File: src/rtl/regfile_if.sv
// Register-file bus: write-back write port, two decode read ports, and the init stall.
interface regfile_if #(
  parameter int ADDR_W = 5,
  parameter int DATA_W = 32
);
  logic              we;
  logic [ADDR_W-1:0] waddr;
  logic [DATA_W-1:0] wdata;
  logic              re1;
  logic [ADDR_W-1:0] raddr1;
  logic [DATA_W-1:0] rdata1;
  logic              re2;
  logic [ADDR_W-1:0] raddr2;
  logic [DATA_W-1:0] rdata2;
  logic              busy_o;

  modport master (
    output we, waddr, wdata, re1, raddr1, re2, raddr2,
    input  rdata1, rdata2, busy_o
  );
  modport slave (
    input  we, waddr, wdata, re1, raddr1, re2, raddr2,
    output rdata1, rdata2, busy_o
  );
endinterface

File: src/rtl/regfile.sv
// 2R1W register file with entry 0 hardwired to zero and a post-reset
// init sweep that clears the single-write-port array one entry per cycle.
module regfile_rd_port #(
  parameter int ADDR_W = 5,
  parameter int DATA_W = 32
) (
  input  logic              blk,
  input  logic              re,
  input  logic [ADDR_W-1:0] raddr,
  input  logic              byp_we,
  input  logic [ADDR_W-1:0] waddr,
  input  logic [DATA_W-1:0] wdata,
  input  logic [DATA_W-1:0] mem_data,
  output logic [DATA_W-1:0] rdata
);
  always_comb begin
    rdata = '0;
    if (!blk && re && raddr != '0) begin
      if (byp_we && waddr == raddr) rdata = wdata;
      else                          rdata = mem_data;
    end
  end
endmodule

module regfile #(
  parameter int ADDR_W   = 5,
  parameter int DATA_W   = 32,
  parameter int NUM_REGS = 1 << ADDR_W
) (
  input logic      clk,
  input logic      rst,
  regfile_if.slave bus
);
  localparam int NUM_RD = 2;

  typedef enum logic {INIT, RUN} state_t;

  state_t            state;
  logic [ADDR_W-1:0] init_cnt;
  logic              busy_q;

  logic [DATA_W-1:0] mem [NUM_REGS];

  logic              wr_en;
  logic [ADDR_W-1:0] wr_addr;
  logic [DATA_W-1:0] wr_data;

  logic [NUM_RD-1:0]             re_v;
  logic [NUM_RD-1:0][ADDR_W-1:0] raddr_v;
  logic [NUM_RD-1:0][DATA_W-1:0] mem_rd_v;
  logic [NUM_RD-1:0][DATA_W-1:0] rdata_v;

  always_ff @(posedge clk) begin
    if (rst) begin
      state    <= INIT;
      init_cnt <= ADDR_W'(1);
      busy_q   <= 1'b1;
    end else begin
      case (state)
        INIT: begin
          init_cnt <= init_cnt + 1'b1;
          if (init_cnt == ADDR_W'(NUM_REGS - 1)) begin
            state  <= RUN;
            busy_q <= 1'b0;
          end
        end
        default: ;
      endcase
    end
  end

  // One shared write port: the init sweep owns it during INIT, write-back during RUN.
  always_comb begin
    wr_en   = 1'b0;
    wr_addr = init_cnt;
    wr_data = '0;
    if (!rst) begin
      if (state == INIT) begin
        wr_en = 1'b1;
      end else if (bus.we && bus.waddr != '0) begin
        wr_en   = 1'b1;
        wr_addr = bus.waddr;
        wr_data = bus.wdata;
      end
    end
  end

  always_ff @(posedge clk) begin
    if (wr_en) mem[wr_addr] <= wr_data;
  end

  assign re_v    = {bus.re2, bus.re1};
  assign raddr_v = {bus.raddr2, bus.raddr1};

  for (genvar i = 0; i < NUM_RD; i++) begin : g_rd
    assign mem_rd_v[i] = mem[raddr_v[i]];
    regfile_rd_port #(.ADDR_W(ADDR_W), .DATA_W(DATA_W)) u_rd (
      .blk      (rst | busy_q),
      .re       (re_v[i]),
      .raddr    (raddr_v[i]),
      .byp_we   (bus.we && state == RUN),
      .waddr    (bus.waddr),
      .wdata    (bus.wdata),
      .mem_data (mem_rd_v[i]),
      .rdata    (rdata_v[i])
    );
  end

  assign bus.rdata1 = rdata_v[0];
  assign bus.rdata2 = rdata_v[1];
  assign bus.busy_o = busy_q;
endmodule

File: src/flat_wrapper.sv
// flat-port wrapper written by rule: the top's interface ports become plain ports
module regfile_flat 
#(
  parameter int ADDR_W   = 5,
  parameter int DATA_W   = 32,
  parameter int NUM_REGS = 1 << ADDR_W
)
  (clk, rst, bus_we, bus_waddr, bus_wdata, bus_re1, bus_raddr1, bus_re2, bus_raddr2, bus_rdata1, bus_rdata2, bus_busy_o);
  regfile_if #(.ADDR_W(ADDR_W), .DATA_W(DATA_W)) bus_i ();
  input logic clk;
  input logic rst;
  input wire logic [$bits(bus_i.we)-1:0] bus_we;
  input wire logic [$bits(bus_i.waddr)-1:0] bus_waddr;
  input wire logic [$bits(bus_i.wdata)-1:0] bus_wdata;
  input wire logic [$bits(bus_i.re1)-1:0] bus_re1;
  input wire logic [$bits(bus_i.raddr1)-1:0] bus_raddr1;
  input wire logic [$bits(bus_i.re2)-1:0] bus_re2;
  input wire logic [$bits(bus_i.raddr2)-1:0] bus_raddr2;
  output wire logic [$bits(bus_i.rdata1)-1:0] bus_rdata1;
  output wire logic [$bits(bus_i.rdata2)-1:0] bus_rdata2;
  output wire logic [$bits(bus_i.busy_o)-1:0] bus_busy_o;
  assign bus_i.we = bus_we;
  assign bus_i.waddr = bus_waddr;
  assign bus_i.wdata = bus_wdata;
  assign bus_i.re1 = bus_re1;
  assign bus_i.raddr1 = bus_raddr1;
  assign bus_i.re2 = bus_re2;
  assign bus_i.raddr2 = bus_raddr2;
  assign bus_rdata1 = bus_i.rdata1;
  assign bus_rdata2 = bus_i.rdata2;
  assign bus_busy_o = bus_i.busy_o;
  regfile #(.ADDR_W(ADDR_W), .DATA_W(DATA_W), .NUM_REGS(NUM_REGS)) u_core (.clk(clk), .rst(rst), .bus(bus_i));
endmodule
File: config.mk
export PLATFORM = sky130hd
export DESIGN_NAME = regfile_flat
export DESIGN_NICKNAME = d
export VERILOG_FILES = /design/src/rtl/regfile_if.sv /design/src/rtl/regfile.sv /design/src/flat_wrapper.sv
export SDC_FILE = /design/constraint.sdc
export NUM_CORES = 1
export LEC_CHECK = 0
export BUFFER_PORTS_ARGS = -buffer_cell sky130_fd_sc_hd__buf_2
export CORE_ASPECT_RATIO = 2
export CORE_UTILIZATION = 40
export DETAILED_ROUTE_END_ITERATION = 8
export PLACE_DENSITY = 0.53
export SLEW_MARGIN = 20
export SYNTH_ARGS = -nofsm -noshare
export SYNTH_HDL_FRONTEND = slang
export SYNTH_SLANG_ARGS = --single-unit
File: constraint.sdc
create_clock -name clk -period 3.9 [get_ports clk]
set_clock_uncertainty 0.05 [all_clocks]
set_input_delay 0.585 -clock clk [delete_from_list [all_inputs] [get_ports clk]]
set_output_delay 0.585 -clock clk [all_outputs]
set_load 0.005 [all_outputs]
==> qor.txt <==
Synth Instances: 2,779
Setup bufs post-CTS: 0
Vias in the first global route: 32,100
Placed insts: 4,428
Final worst path period share: 97.7%
Router iterations before antenna repair: 5
Top FF cell, synth: edfxtp_1
RSZ-0062 raised after global routing: false
Final HPWL DP: 111,000 um
Global-route wire length before repair: 238,000 um
Die area: 0.124 mm^2
Routed vias: 30,400
CP dominant cell by count: buf_4
Setup CP Type: in2out
Initial DRC count: 2,693
Final setup viols: 0
Crit path time final: 3810 ps
Non-Filler Instances: 4,605
Critical path required time: 3260 ps
Row Count: 181
Wire per inst: 36.8 um
Post-synth ARST share: 0%
FF+latch count, synth: 1,031
Synth top area cells: edfxtp_1 (63%), mux4_2 (16%), mux2i_1 (5.2%)
Worst skew pair latency: 690 ps
Design Area, Final: 0.0566 mm^2
Total CTS buffers: 94
Hold bufs inserted after CTS: 0
Post-CTS sizing: 1
Reg-to-reg slack, setup: 880 ps
Crit. End Element: primary output
Run status: complete, no violations
Critical Path Fanout Max: 29
Core area: 0.122 mm^2
Seq/Total Area, Yosys: 62.8%
Netlist cell types: 55
Root buf cell: clkbuf_16
Final worst slack: 91.5 ps
Crit path largest cell delay: 470 ps
Synth-to-Final Area Change: 15.0%
H-tree Lvls: 3
Yosys top cell by area: edfxtp_1
Vias/cell: 6.60
Routability Congestion: 0.873
HP Class: in2reg
Startpoint types: input pin
Starting Density: 40.4%
GR Overflow Total: 0
Final wirelength: 169,000 um
Critical-path cell list: buf_8 > nor2b_4 > buf_4 > a221oi_1 > a22oi_1 > a211oi_1 > buf_4 > a221o_1 > buf_2
Fin. max-slew vios: 0
Residual DRC: 0
Max rail drop VDD: 0.331 mV
CTS tree: built
Post-synth EDFFs: 1,024
Initial antenna violation count: 3
Max_slew headroom: 29.2%
Post-Syn Area per Cell: 17.7 um^2
Die H: 498 um
Maximum clock path buffer count: 3
Maxcap violations: 0
Share of post-route cells with drive strength above 1: 30.7%
Syn nets: 2,833
Filler Cell Count: 10,400
Arr. time, crit path: 3170 ps
Mapped Area: 0.0492 mm^2
Fin Setup TNS: 0 ps
CTS sink cnt: 1,031
Post-route ant nets: 0
Hold Violations, Final: 0
Pwr dens: 428 mW/mm^2
Pre-CTS setup slack: -11.7 ps
Final layout net count: 3,023
Synth top area share: 62.5%
Largest net degree at the start of global routing: 73
Clk slew on worst S/H paths: 60 ps
I/O pin total: 117
Cell Area, Placed: 0.0532 mm^2
PortBufs: 116
Leak Pwr: 17.3 nW
Die width: 250 um
Tot GR Track Use: 27.2%
Slowest cell on crit path: a22oi_1
Worst-Margin Slew: 1060 ps
Synth Warn #: 0
Fmax: 0.263 GHz
==> layer usage <==
| metal | up-vias | global-route usage, % | share of wire [%] | routed length (um) |
|---|---|---|---|---|
| li1 | 12300 | - | - | - |
| met1 | 16200 | 29.4 | 34 | 57500 |
| met2 | 1433 | 49.8 | 54 | 91000 |
| met3 | 483 | 3.80 | 5.6 | 9400 |
| met4 | 0 | 16.5 | 6.7 | 11400 |
| met5 | - | 0 | 0 | 0 |
==> report_power, final <==
group / internal (W) / leakage, nW / total (W) / switching, W
clock network: 0.00588 / 1.61 / 0.0102 / 0.00428
registers: 0.0121 / 8.35 / 0.0122 / 0.0000578
logic: 0.000731 / 7.31 / 0.00185 / 0.00112
total: 0.0187 / 17.3 / 0.0242 / 0.00546
==> flip-flops by register name, indices dropped and copies added (netlist names) <==
register	cells
u_core.mem	1024
u_core.bus.busy_o	1
u_core.init_cnt	5
u_core.state	1
==> placed cells by master (no fill, tap or decap), types with 16 or more instances in the layout <==
master,netlist,final
edfxtp_1,1024,1024
mux4_2,339,339
mux2i_1,257,257
buf_4,33,151
a221oi_1,126,125
buf_2,59,110
clkbuf_16,0,97
a22oi_1,96,96
nor2_1,109,75
buf_12,5,68
mux2_2,62,62
a221o_1,62,62
nand2_1,47,46
nand3_1,42,41
nor2_4,1,36
o21ai_0,36,36
a21oi_1,32,32
a211oi_1,32,32
nor2b_1,36,32
o21bai_1,32,32
o221ai_1,31,31
o21ai_1,33,31
and2_1,33,29
o311ai_0,28,27
bufinv_16,0,20
clkinv_1,0,19
clkinv_2,0,16
mux4_1,16,16
==> final cells by class <==
| class | instances | area, um^2 | area share [%] |
|---|---|---|---|
| clock inverter | 65 | 837 | 1.48 |
| tap | 1555 | 1950 | 3.44 |
| clock buffer | 110 | 2480 | 4.38 |
| antenna | 2 | 5.00 | 0.00885 |
| timing repair buffer | 334 | 3120 | 5.51 |
| inverter | 6 | 23.8 | 0.0420 |
| multi-input combinational | 1502 | 17300 | 30.5 |
| sequential | 1031 | 30900 | 54.6 |
==> worst max-delay path: cells and delay by family <==
kind                   cells  cell delay [ps]
AO/OA/AOI/OAI              4             1120
buffers and inverters      4             1100
AND/OR/NAND/NOR            1              290
==> final timing paths <==
kind | cells after the start | endpoint | startpoint
setup / recovery | 9 | bus_rdata2[10] | bus_raddr2[1]
hold / removal | 2 | u_core.init_cnt[1] | rst
setup reg to reg | 7 | u_core.mem[0][24] | u_core.state
hold reg to reg | 1 | u_core.bus.busy_o | u_core.bus.busy_o
==> cell usage after synthesis, drive strengths merged (2+ instances only) <==
library cell and instances:
edfxtp 1024, mux4 355, mux2i 257, buf 135, a221oi 126, nor2 111
clkbuf 105, a22oi 96, o21ai 69, a221o 62, mux2 62, nand2 47
nand3 42, nor2b 36, and2 33, a211oi 32, a21oi 32, o21bai 32
o221ai 31, o311ai 30, xnor2 12, nand2b 9, dfxtp 7, inv 6
nor3 6, a21o 2, and3 2, ha 2, nand3b 2, nand4 2
or2 2
==> through the flow <==
| step | utilization (%) | total power, W | hold slack, ps |
|---|---|---|---|
| 2_1_floorplan | - | 0.0136 | 424 |
| 3_3_place_gp | 43.7 | 0.0143 | 421 |
| 3_5_place_dp | 43.7 | 0.0143 | 424 |
| 4_1_cts | 46.4 | 0.0243 | 102 |
| 5_1_grt | 46.4 | 0.0248 | 134 |
| 6_report | 46.4 | 0.0242 | 163 |
==> cells by family after synthesis <==
kind of cell	after synthesis	share of synthesized area (%)
buf+inv	246	2.84
compound gates	518	8.21
flops	1031	62.8
mux	674	23.0
simple gates	296	2.88
fa+ha+maj	2	0.0509
xor+xnor	12	0.214
Note: power is estimated with default switching activity, not from simulation.
